===== src/rtl/seq_div_if.sv =====
// Request/result handshake bundle for the iterative unsigned divider.
// The slave modport is the divider side; the master modport is the requester/consumer side.
interface seq_div_if #(
    parameter int WIDTH = 8
);
    logic             in_valid;
    logic             in_ready;
    logic [WIDTH-1:0] dividend;
    logic [WIDTH-1:0] divisor;
    logic             out_valid;
    logic             out_ready;
    logic [WIDTH-1:0] quotient;
    logic [WIDTH-1:0] remainder;
    logic             div_by_zero;

    modport slave (
        input  in_valid, dividend, divisor, out_ready,
        output in_ready, out_valid, quotient, remainder, div_by_zero
    );

    modport master (
        output in_valid, dividend, divisor, out_ready,
        input  in_ready, out_valid, quotient, remainder, div_by_zero
    );
endinterface


===== src/rtl/seq_div.sv =====
// Iterative unsigned restoring divider: one quotient bit per cycle, valid/ready on both sides.
// A zero divisor skips iteration and reports all-ones quotient with the dividend as remainder.
module seq_div #(
    parameter int WIDTH = 8
) (
    input  logic     clk,
    input  logic     rst_n,
    seq_div_if.slave bus
);
    localparam int CW = (WIDTH > 2) ? $clog2(WIDTH) : 1;

    typedef enum logic [1:0] {IDLE, BUSY, DONE} state_t;

    state_t           state, state_n;
    logic [CW-1:0]    cnt, cnt_n;
    logic [WIDTH-1:0] q, q_n;
    logic [WIDTH:0]   r, r_n;
    logic [WIDTH-1:0] dvs, dvs_n;
    logic [WIDTH-1:0] quo, quo_n;
    logic [WIDTH-1:0] rem, rem_n;
    logic             dbz, dbz_n;
    logic [WIDTH:0]   r_shift;
    logic [WIDTH:0]   r_diff;

    assign bus.in_ready    = (state == IDLE);
    assign bus.out_valid   = (state == DONE);
    assign bus.quotient    = quo;
    assign bus.remainder   = rem;
    assign bus.div_by_zero = dbz;

    always_ff @(posedge clk) begin
        if (!rst_n) begin
            state <= IDLE;
            cnt   <= '0;
            q     <= '0;
            r     <= '0;
            dvs   <= '0;
            quo   <= '0;
            rem   <= '0;
            dbz   <= 1'b0;
        end else begin
            state <= state_n;
            cnt   <= cnt_n;
            q     <= q_n;
            r     <= r_n;
            dvs   <= dvs_n;
            quo   <= quo_n;
            rem   <= rem_n;
            dbz   <= dbz_n;
        end
    end

    // Compare/subtract at WIDTH+1 bits so the shifted-in top bit never overflows.
    assign r_shift = {r[WIDTH-1:0], q[WIDTH-1]};
    assign r_diff  = r_shift - {1'b0, dvs};

    always_comb begin
        state_n = state;
        cnt_n   = cnt;
        q_n     = q;
        r_n     = r;
        dvs_n   = dvs;
        quo_n   = quo;
        rem_n   = rem;
        dbz_n   = dbz;
        unique case (state)
            IDLE: begin
                if (bus.in_valid) begin
                    if (bus.divisor == '0) begin
                        quo_n   = '1;
                        rem_n   = bus.dividend;
                        dbz_n   = 1'b1;
                        state_n = DONE;
                    end else begin
                        dvs_n   = bus.divisor;
                        q_n     = bus.dividend;
                        r_n     = '0;
                        cnt_n   = '0;
                        state_n = BUSY;
                    end
                end
            end
            BUSY: begin
                if (r_shift >= {1'b0, dvs}) begin
                    r_n = r_diff;
                    q_n = {q[WIDTH-2:0], 1'b1};
                end else begin
                    r_n = r_shift;
                    q_n = {q[WIDTH-2:0], 1'b0};
                end
                cnt_n = cnt + CW'(1);
                // Results are captured into separate output registers so they hold outside DONE.
                if (cnt == CW'(WIDTH - 1)) begin
                    cnt_n   = '0;
                    quo_n   = q_n;
                    rem_n   = r_n[WIDTH-1:0];
                    dbz_n   = 1'b0;
                    state_n = DONE;
                end
            end
            DONE: begin
                if (bus.out_ready) begin
                    state_n = IDLE;
                end
            end
            default: begin
                state_n = IDLE;
            end
        endcase
    end
endmodule


===== src/flat_wrapper.sv =====
// flat-port wrapper written by rule: the top's interface ports become plain ports
module seq_div_flat 
#(
    parameter int WIDTH = 8
)
  (clk, rst_n, bus_in_valid, bus_dividend, bus_divisor, bus_out_ready, bus_in_ready, bus_out_valid, bus_quotient, bus_remainder, bus_div_by_zero);
  seq_div_if #(.WIDTH(WIDTH)) bus_i ();
  input  logic clk;
  input  logic rst_n;
  input wire logic [$bits(bus_i.in_valid)-1:0] bus_in_valid;
  input wire logic [$bits(bus_i.dividend)-1:0] bus_dividend;
  input wire logic [$bits(bus_i.divisor)-1:0] bus_divisor;
  input wire logic [$bits(bus_i.out_ready)-1:0] bus_out_ready;
  output wire logic [$bits(bus_i.in_ready)-1:0] bus_in_ready;
  output wire logic [$bits(bus_i.out_valid)-1:0] bus_out_valid;
  output wire logic [$bits(bus_i.quotient)-1:0] bus_quotient;
  output wire logic [$bits(bus_i.remainder)-1:0] bus_remainder;
  output wire logic [$bits(bus_i.div_by_zero)-1:0] bus_div_by_zero;
  assign bus_i.in_valid = bus_in_valid;
  assign bus_i.dividend = bus_dividend;
  assign bus_i.divisor = bus_divisor;
  assign bus_i.out_ready = bus_out_ready;
  assign bus_in_ready = bus_i.in_ready;
  assign bus_out_valid = bus_i.out_valid;
  assign bus_quotient = bus_i.quotient;
  assign bus_remainder = bus_i.remainder;
  assign bus_div_by_zero = bus_i.div_by_zero;
  seq_div #(.WIDTH(WIDTH)) u_core (.clk(clk), .rst_n(rst_n), .bus(bus_i));
endmodule

===== config.mk =====
export PLATFORM = sky130hd
export DESIGN_NAME = seq_div_flat
export DESIGN_NICKNAME = d
export VERILOG_FILES = /design/src/rtl/seq_div_if.sv /design/src/rtl/seq_div.sv /design/src/flat_wrapper.sv
export SDC_FILE = /design/constraint.sdc
export NUM_CORES = 1
export LEC_CHECK = 0
export CORE_MARGIN = 2
export CORE_UTILIZATION = 31
export DETAILED_ROUTE_END_ITERATION = 7
export DONT_BUFFER_PORTS = 1
export GPL_ROUTABILITY_DRIVEN = 0
export HOLD_SLACK_MARGIN = 0.15
export PLACE_DENSITY = 0.42
export SLEW_MARGIN = 30
export SYNTH_ARGS = -nofsm -noshare
export SYNTH_HDL_FRONTEND = slang
export SYNTH_SLANG_ARGS = --single-unit

===== constraint.sdc =====
create_clock -name clk -period 2.5 [get_ports clk]
set_input_delay 0.25 -clock clk [delete_from_list [all_inputs] [get_ports clk]]
set_output_delay 0.25 -clock clk [all_outputs]
set_load 0.02 [all_outputs]

==> impl_results.md, run 1 <==
- Status: complete, no violations
- Worst Skew: 0.00785 ns
- Clk root buf: clkbuf_8
- Share of the synthesized area in the top cell type: 39.1%
- Register area share after synthesis: 39.1%
- Drt pass-1 iters: 4
- Mapped Area: 2360 um^2
- Max_slew headroom: 52.0%
- CP Launch Type: flop
- Worst skew pair latency: 0.31 ns
- Kind of capture point of the worst setup path: flop
- R2R setup slack: 0.23 ns
- Cell area after layout: 2730 um^2
- Max-Cap Viols: 0
- Mean Syn Cell Area: 8.41 um^2
- Post-synth top cells: dfxtp_1, nand2_1, nand3_1, nor2_1, a21boi_0
- Final Slew Violations: 0
- Die Wd: 91.2 um
- First-pass GRT wire length: 10,300 um
- Layout cell share with drive strength beyond 1: 9.15%
- Setup Buffers After CTS: 0
- Crit path launch: u_core.dvs[6]
- Clk sink count: 46
- WL/cell: 15.6 um
- Worst-path clk slew: 0.10 ns
- Cts repair resizes: 0
- Tot Pwr: 2130 uW
- FF+latch count, synth: 46
- Deepest clock path buffer count: 2
- Gr ovfl total: 0
- Antenna viol nets, final: 0
- # H-tree levels: 2
- Via count: 1,958
- Port bufs: 0
- Cell Pwr Density: 779 nW/um^2
- CTS tree: yes
- Die Ht: 91.2 um
- CP Class: flop to flop
- Nets: 325
- DP HPWL: 4290 um
- Clock buffer count from CTS: 5
- Leak: 0.00107 uW
- Async S/R FF share, synth: 0%
- Hold Startpoint: bus_dividend[6]
- Inserted Diodes: 0
- Final Non-Filler Cells: 394
- Reg-to-reg startpoint: u_core.dvs[6]
- RSZ-0062 raised after global routing: no
- Tcrit/Tclk final: 91.0%
- Synth area leaders: dfxtp_1, nand2_1, ha_1, nand3_1, a21boi_0
- Gr usage total: 15.7%
- WHS: 0.161 ns
- Placed insts: 367
- P&R area growth vs syn: 16.0%
- Synth cell types: 45
- Yosys warning total: 0
- Min-delay worst type: primary input to flop
- Most frequent cell after synthesis: dfxtp_1
- Placed instance area: 2440 um^2
- Final hold vios: 0
- WP data required: 2.71 ns
- Initial DRC count: 84
- Min cycle time layout: 2.27 ns
- Initial antenna violation count: 0
- Total wire length: 6160 um
- Worst-Margin Slew: 0.721 ns
- EDFF count, synth: 0
- Syn Nets: 311
- Crit-path max FO: 15
- Vias in the first global route: 1,967
- Synth Instances: 280
- CTS Hold Bufs: 19
- Setup TNS: 0 ns
- Peak Freq: 440 MHz
- Worst path arrival time: 2.49 ns
- Drt via density: 4.97
- Peak supply drop: 0.000365 V
- Yosys top cell by area: dfxtp_1
- IO Count: 39
- Finish-stage setup viols: 0
- Die Area: 8310 um^2
- Core footprint: 7290 um^2
- Cell Rows: 31
- Initial Util: 32.3%
- # DRC: 0
- Main synth FF type: dfxtp_1
- Pin count of the biggest net entering global routing: 48
## sequential cells by signal (all words and copies together), names as in the netlist
register                flops
u_core.bus.div_by_zero      1
u_core.r                    8
u_core.bus.quotient         8
u_core.state                2
u_core.dvs                  8
u_core.cnt                  3
u_core.bus.remainder        8
u_core.q                    8
## logic make-up after synthesis
group	share of synthesized area, %
AO/OA/AOI/OAI	21.9
XOR/XNOR	1.12
adder cells (fa/ha/maj)	6.16
buffers and inverters	5.04
flip-flops	39.1
multiplexers	1.38
AND/OR/NAND/NOR	25.3
## worst max-delay path, stage by stage, from the launching register on
cell,delay (ns)
dfxtp_1,0.34
inv_1,0.05
ha_1,0.34
and3_1,0.21
nand3_1,0.09
o21ai_2,0.54
mux2i_1,0.25
nor2_1,0.08
o221a_2,0.28
## per-layer routing
metal / vias up / routed length [um] / track usage, %
li1: 1010 / - / -
met1: 910 / 3020 / 21.3
met2: 34 / 2830 / 25.1
met3: 4 / 239 / 3.49
met4: 0 / 71 / 4.55
met5: - / 0 / 0
## path summary, 6_finish.rpt
path	cells after the start	end
worst max-delay path	8	u_core.bus.remainder[4]
worst min-delay path	2	u_core.bus.remainder[6]
worst min register to register	2	u_core.dvs[2]
worst max register to register	8	u_core.bus.remainder[4]
## metrics by stage
step	utilization, %	setup WS (ns)
6_report	37.5	0.225
5_1_grt	37.5	0.0241
4_1_cts	37.5	0.211
3_5_place_dp	33.5	0.223
3_3_place_gp	33.5	0.262
2_1_floorplan	-	0.607
## area by class of cell
type,count,area [um^2]
clock buffer,5,68.8
clock inverter,3,23.8
fill,799,4560
inverter,11,41.3
multi-input combinational,206,1320
sequential,46,921
tap,99,124
timing repair buffer,24,238
## placed cells by master, fill, tap and decap left out, types with 2 or more instances in the layout
cell type,count
dfxtp_1,46
nand2_1,42
nand3_1,19
dlygate4sd3_1,18
nor2_1,16
a21boi_0,12
inv_1,11
nor3_1,10
ha_1,10
o21ai_0,9
nor3b_1,9
o211a_1,8
nor2b_1,7
a21oi_1,7
o21a_1,7
a31oi_1,7
clkbuf_8,5
buf_4,5
o211ai_1,4
nand2b_1,3
a21o_1,3
or2_2,3
nor4_1,2
o31a_1,2
o21ai_2,2
o221a_2,2
xnor2_1,2
mux2_2,2
a22oi_1,2
or3_1,2
clkinvlp_4,2
## power breakdown
part	leakage (uW)	switching (uW)	internal [uW]
Clock	0.0000408	294	201
Sequential	0.000375	48.9	790
Combinational	0.000651	456	338
No activity file was read; power rests on OpenSTA's default activity.
==> run 2, diff against run 1 <==
==> constraint.sdc (replaced) <==
create_clock -name clk -period 2.5 [get_ports clk]
set_input_delay 0.125 -clock clk [delete_from_list [all_inputs] [get_ports clk]]
set_output_delay 0.125 -clock clk [all_outputs]
set_load 0.02 [all_outputs]
==> run 2 against run 1 <==
  * Largest power group unchanged
  * Clock power is 15% higher
  * Highest routed layer unchanged
  * Critical endpoint unchanged
  * Utilization is 1.3 points higher
  * First-iteration DRC count grew 17%
  * Critical path type unchanged
  * Setup slack got worse by 0.0083 ns
  * Sequential share of layout area is 1.2 points lower
  * Critical path depth unchanged
  * Non-clock buffer count increased by 7
  * Count of clock-buffer cells in the layout up 1
  * Die area unchanged
  * Combinational power rose by 3.3%
==> impl_results.md, run 2 (synthesis results as in run 1) <==
- Status: complete, no violations
- Crit-path max FO: 15 (unchanged)
- Worst r2r dst: u_core.bus.remainder[4]
- Final hold vios: 0 (unchanged)
- Fill count: 797 (-0.25%)
- P&R area growth vs syn: 20.1%
- # H-tree levels: 2 (unchanged)
- Reg-to-reg startpoint: u_core.dvs[6]
- Core footprint: 7290 um^2 (unchanged)
- Setup ws final: 0.217 ns (-0.00829 ns)
- Max_slew headroom: 52.6% (+0.64 points)
- First-pass GRT wire length: 10,200 um (-0.87%)
- Min-delay worst type: primary input to flop
- Placed insts: 366 (-0.27%)
- Pin count of the biggest net entering global routing: 48 (unchanged)
- Peak Freq: 438 MHz (-0.36%)
- Worst skew pair latency: 0.30 ns (about the same)
- Layout cell share with drive strength beyond 1: 8.28% (-0.87 points)
- Gr usage total: 15.4% (-0.31 points)
- Initial DRC count: 98 (+17%)
- Min cycle time layout: 2.28 ns (+0.00829 ns)
- CP Class: flop to flop
- Port bufs: 0 (unchanged)
- WHS Path Cells: 3 (+1)
- Final Non-Filler Cells: 401 (+1.8%)
- Max-Cap Viols: 0 (unchanged)
- Worst-Margin Slew: 0.711 ns (-0.00967 ns)
- Worst path arrival time: 2.49 ns (about the same)
- Gr ovfl total: 0 (unchanged)
- Finish-stage setup viols: 0 (unchanged)
- Most common cell after layout, fill and taps aside: dfxtp_1
- Die Area: 8310 um^2 (unchanged)
- WP data required: 2.70 ns (about the same)
- Kind of capture point of the worst setup path: flop
- # DRC: 0 (unchanged)
- Initial antenna violation count: 0 (unchanged)
- Tcrit/Tclk final: 91.3% (+0.33 points)
- CTS Hold Bufs: 27 (+8)
- Cell Pwr Density: 787 nW/um^2 (+1.0%)
- DP HPWL: 4310 um (+0.38%)
- Vias in the first global route: 2,009 (+2.1%)
- Initial Util: 32.3% (unchanged)
- Clk root buf: clkbuf_8
- IO Count: 39 (unchanged)
- Leak: 0.00113 uW (+5.9%)
- Setup TNS: 0 ns (unchanged)
- Die Ht: 91.2 um (unchanged)
- WHS: 0.286 ns (+0.126 ns)
- Inserted Diodes: 0 (unchanged)
- Crit path to: u_core.bus.remainder[4]
- Drt pass-1 iters: 6 (+2)
- Cell area after layout: 2830 um^2 (+3.6%)
- Total wire length: 6260 um (+1.6%)
- Commonest cells after routing, fill and taps aside: dfxtp_1, nand2_1, dlygate4sd3_1
- Worst-path clk slew: 0.09 ns (about the same)
- Deepest clock path buffer count: 2 (unchanged)
- Via count: 1,994 (+1.8%)
- Die Wd: 91.2 um (unchanged)
- Drt via density: 4.97 (about the same)
- Post-place setup slack: 0.220 ns (-0.00311 ns)
- Placed instance area: 2430 um^2 (-0.31%)
- Peak supply drop: 0.000318 V (-13%)
- Worst r2r path cells: 8 (unchanged)
- Setup Buffers After CTS: 0 (unchanged)
- Cts repair resizes: 0 (unchanged)
- Antenna viol nets, final: 0 (unchanged)
- WL/cell: 15.6 um (-0.14%)
- Clk sink count: 46 (unchanged)
- Final Slew Violations: 0 (unchanged)
- RSZ-0062 raised after global routing: no
- CTS tree: yes
- R2R setup slack: 0.22 ns (about the same)
- Crit path launch: u_core.dvs[6]
- CP Launch Type: flop
- Clock buffer count from CTS: 5 (unchanged)
- Cell Rows: 31 (unchanged)
- Worst Skew: 0.00853 ns (+0.000682 ns)
- Nets: 332 (+2.2%)
[run 2: cell count changes in the layout (fill, tap and decap cells not counted)]
cell / previous run / this run
clkbuf_1: 0 / 1
bufinv_16: 0 / 1
inv_6: 1 / 0
o21ai_4: 0 / 1
dlygate4sd3_1: 18 / 26
o21ai_2: 2 / 1
clkinvlp_4: 2 / 1
buf_4: 5 / 4
[run 2: cell type report]
cell class	instances	area, um^2	area share, %
clock inverters	2	37.5	1.33
multi-input cells	206	1320	46.8
repair buffers	31	310	11.0
inverters	11	41.3	1.46
flip-flops and latches	46	921	32.5
well taps	99	124	4.38
clock buffers	6	72.6	2.56
[run 2: worst min path at each step]
stage	to	start	slack, ns
after floorplan	u_core.dvs[0]	bus_divisor[0]	0.28
after global placement	u_core.r[3]	rst_n	0.25
after detailed placement	u_core.r[3]	rst_n	0.26
after CTS	u_core.dvs[1]	bus_in_valid	0.30
after global routing	u_core.dvs[2]	bus_in_valid	0.38
final	u_core.dvs[1]	bus_in_valid	0.29
[run 2: critical path: stages, from the launching register on]
cell	delay [ns]
dfxtp_1	0.34
inv_1	0.05
ha_1	0.34
and3_1	0.21
nand3_1	0.09
o21ai_2	0.53
mux2i_1	0.26
nor2_1	0.09
o221a_2	0.28
[run 2: where the power goes]
| group | leakage (uW) | internal, uW | switching [uW] |
|---|---|---|---|
| Sequential | 0.000375 | 790 | 49.4 |
| Combinational | 0.000704 | 350 | 471 |
| Clock | 0.0000514 | 299 | 269 |
[run 2: layer usage]
metal / GRT usage, % / vias to the layer above / wire length, um
met5: 0 / - / 0
met4: 3.41 / 0 / 53
met3: 3.65 / 5 / 265
met2: 25.1 / 36 / 2910
met1: 20.8 / 923 / 3030
li1: - / 1030 / -
[run 2: stage by stage]
stage / util, % / power [uW]
global route: 38.8 / 2370
finish: 38.8 / 2230
detailed placement: 33.4 / 1620
global placement: 33.4 / 1630
floorplan: - / 1510
CTS: 38.7 / 2240
==> run 3, diff against run 2 <==
Settings changed: PLACE_DENSITY 0.42 to default, PLACE_DENSITY_LB_ADDON from default to 0.08.
==> run 3 against run 2 <==
  * Clock power decreased by 15%
  * Hold slack better by 0.014 ns
  * Critical endpoint unchanged
  * Largest power group is now combinational logic
  * First-iteration DRC count shrank 40%
  * Clock skew is 0.0028 ns higher
  * Highest routed layer unchanged
  * Die area is the same
==> impl_results.md, run 3 (synthesis results as in run 1) <==
- Status: complete, no violations
- Setup TNS: 0 ns (unchanged)
- Max-Cap Viols: 0 (unchanged)
- Setup Buffers After CTS: 0 (unchanged)
- Initial Util: 32.3% (unchanged)
- Initial DRC count: 59 (-40%)
- Cell area after layout: 2810 um^2 (-0.71%)
- Total wire length: 6290 um (+0.42%)
- Crit-path max FO: 15 (unchanged)
- Finish-stage setup viols: 0 (unchanged)
- Peak supply drop: 0.000264 V (-17%)
- Pin count of the biggest net entering global routing: 48 (unchanged)
- Cell Pwr Density: 768 nW/um^2 (-2.5%)
- Leak: 0.00113 uW (-0.21%)
- Final Slew Violations: 0 (unchanged)
- Via count: 1,978 (-0.80%)
- Gate power share: 38.9% (+2.0 points)
- Layout cell share with drive strength beyond 1: 9.27% (+0.99 points)
- Nets: 332 (unchanged)
- Drt pass-1 iters: 4 (-2)
- Die Wd: 91.2 um (unchanged)
- CP Launch Type: flop
- Commonest cells after routing, fill and taps aside: dfxtp_1, nand2_1, dlygate4sd3_1
- Tot Pwr: 2160 uW (-3.1%)
- WL/cell: 15.7 um (+0.42%)
- Min cycle time layout: 2.15 ns (-0.128 ns)
- Vias in the first global route: 1,893 (-5.8%)
- Worst-Margin Slew: 0.677 ns (-0.0340 ns)
- Switching part of the total: 37.6% (+2.1 points)
- # DRC: 0 (unchanged)
- Placed instance area: 2450 um^2 (+0.93%)
- Gr ovfl total: 0 (unchanged)
- Clock share of power: 22.2% (-3.3 points)
- Max_slew headroom: 54.7% (+2.1 points)
- Most common cell after layout, fill and taps aside: dfxtp_1
- RSZ-0062 raised after global routing: no
- Final hold vios: 0 (unchanged)
- Worst skew pair latency: 0.30 ns (about the same)
- # H-tree levels: 2 (unchanged)
- Worst-path clk slew: 0.10 ns (about the same)
- Clock buffer count from CTS: 5 (unchanged)
- Kind of capture point of the worst setup path: flop
- Core footprint: 7290 um^2 (unchanged)
- Initial antenna violation count: 0 (unchanged)
- Gr usage total: 15.5% (+0.028 points)
- WP data required: 2.70 ns (about the same)
- Clk sink count: 46 (unchanged)
- DP HPWL: 4290 um (-0.39%)
- Switching power: 810 uW (+2.7%)
- CP Class: flop to flop
- Drt via density: 4.93 (-0.80%)
- Antenna viol nets, final: 0 (unchanged)
- Min-delay worst type: primary input to flop
- P&R area growth vs syn: 19.3%
- First-pass GRT wire length: 10,300 um (+0.14%)
- Peak Freq: 464 MHz (+6.0%)
- Internal cell power: 1350 uW (-6.4%)
- Clk root buf: clkbuf_8
- Port bufs: 0 (unchanged)
- Worst path arrival time: 2.36 ns (-0.13 ns)
- Cell Rows: 31 (unchanged)
- Tcrit/Tclk final: 86.2% (-5.1 points)
- Deepest clock path buffer count: 2 (unchanged)
- Die Ht: 91.2 um (unchanged)
- Sequential power share: 38.8% (+1.1 points)
- Die Area: 8310 um^2 (unchanged)
- CTS tree: yes
- Worst Skew: 0.0113 ns (+0.00277 ns)
- IO Count: 39 (unchanged)
- Inserted Diodes: 0 (unchanged)
## run 3: path summary, 6_finish.rpt
kind | startpoint | end | slack (ns) | cells after the start
min reg2reg | u_core.dvs[2] | u_core.dvs[2] | 0.46 | 2
min | bus_in_valid | u_core.dvs[7] | 0.30 | 3
max reg2reg | u_core.dvs[4] | u_core.bus.remainder[4] | 0.35 | 8
max | u_core.dvs[4] | u_core.bus.remainder[4] | 0.35 | 8
## run 3: per-layer routing
| metal | vias to the layer above | part of all wire, % | track usage, % |
|---|---|---|---|
| met5 | - | 0 | 0 |
| met4 | 0 | 0.38 | 2.65 |
| met3 | 2 | 2.8 | 3.32 |
| met2 | 21 | 46 | 24.6 |
| met1 | 931 | 51 | 21.8 |
| li1 | 1024 | - | - |
## run 3: final cells by class
type,count,area (um^2)
clock buffers,5,68.8
clock inverters,3,18.8
fillers,803,4480
inverters,11,41.3
multi-input cells,206,1330
flip-flops and latches,46,921
well taps,99,124
repair buffers,31,305
## run 3: power by group through the flow
stage / Sequential (uW) / Clock (uW) / Combinational, uW
finish: 838 / 480 / 840
global route: 848 / 522 / 947
CTS: 839 / 495 / 825
detailed placement: 856 / 0 / 769
global placement: 855 / 0 / 779
floorplan: 837 / 0 / 668
## run 3: per-stage QoR
step                      utilization (%)  cells  setup WS, ns  hold WS (ns)
after floorplan                         -    280         0.607         0.281
after global placement               33.6    368         0.208         0.257
after detailed placement             33.7    368         0.204         0.253
after CTS                            38.4    401         0.191         0.316
after global routing                 38.5    401         0.160         0.362
final                                38.5    401         0.345         0.300
## run 3: critical path, cell delays in order, from the launching register on
cell,delay (ns)
dfxtp_1,0.33
inv_1,0.05
ha_1,0.36
a21o_1,0.24
a221oi_2,0.33
o21ai_4,0.20
mux2i_1,0.21
nor2_1,0.10
o221a_2,0.25
## run 3: what timing repair did
action	4_1_cts	5_1_grt
gates resized for setup	0	1
hold buffers	25	0
hold endpoints to repair	46	0
endpoints found under the setup margin	0	2
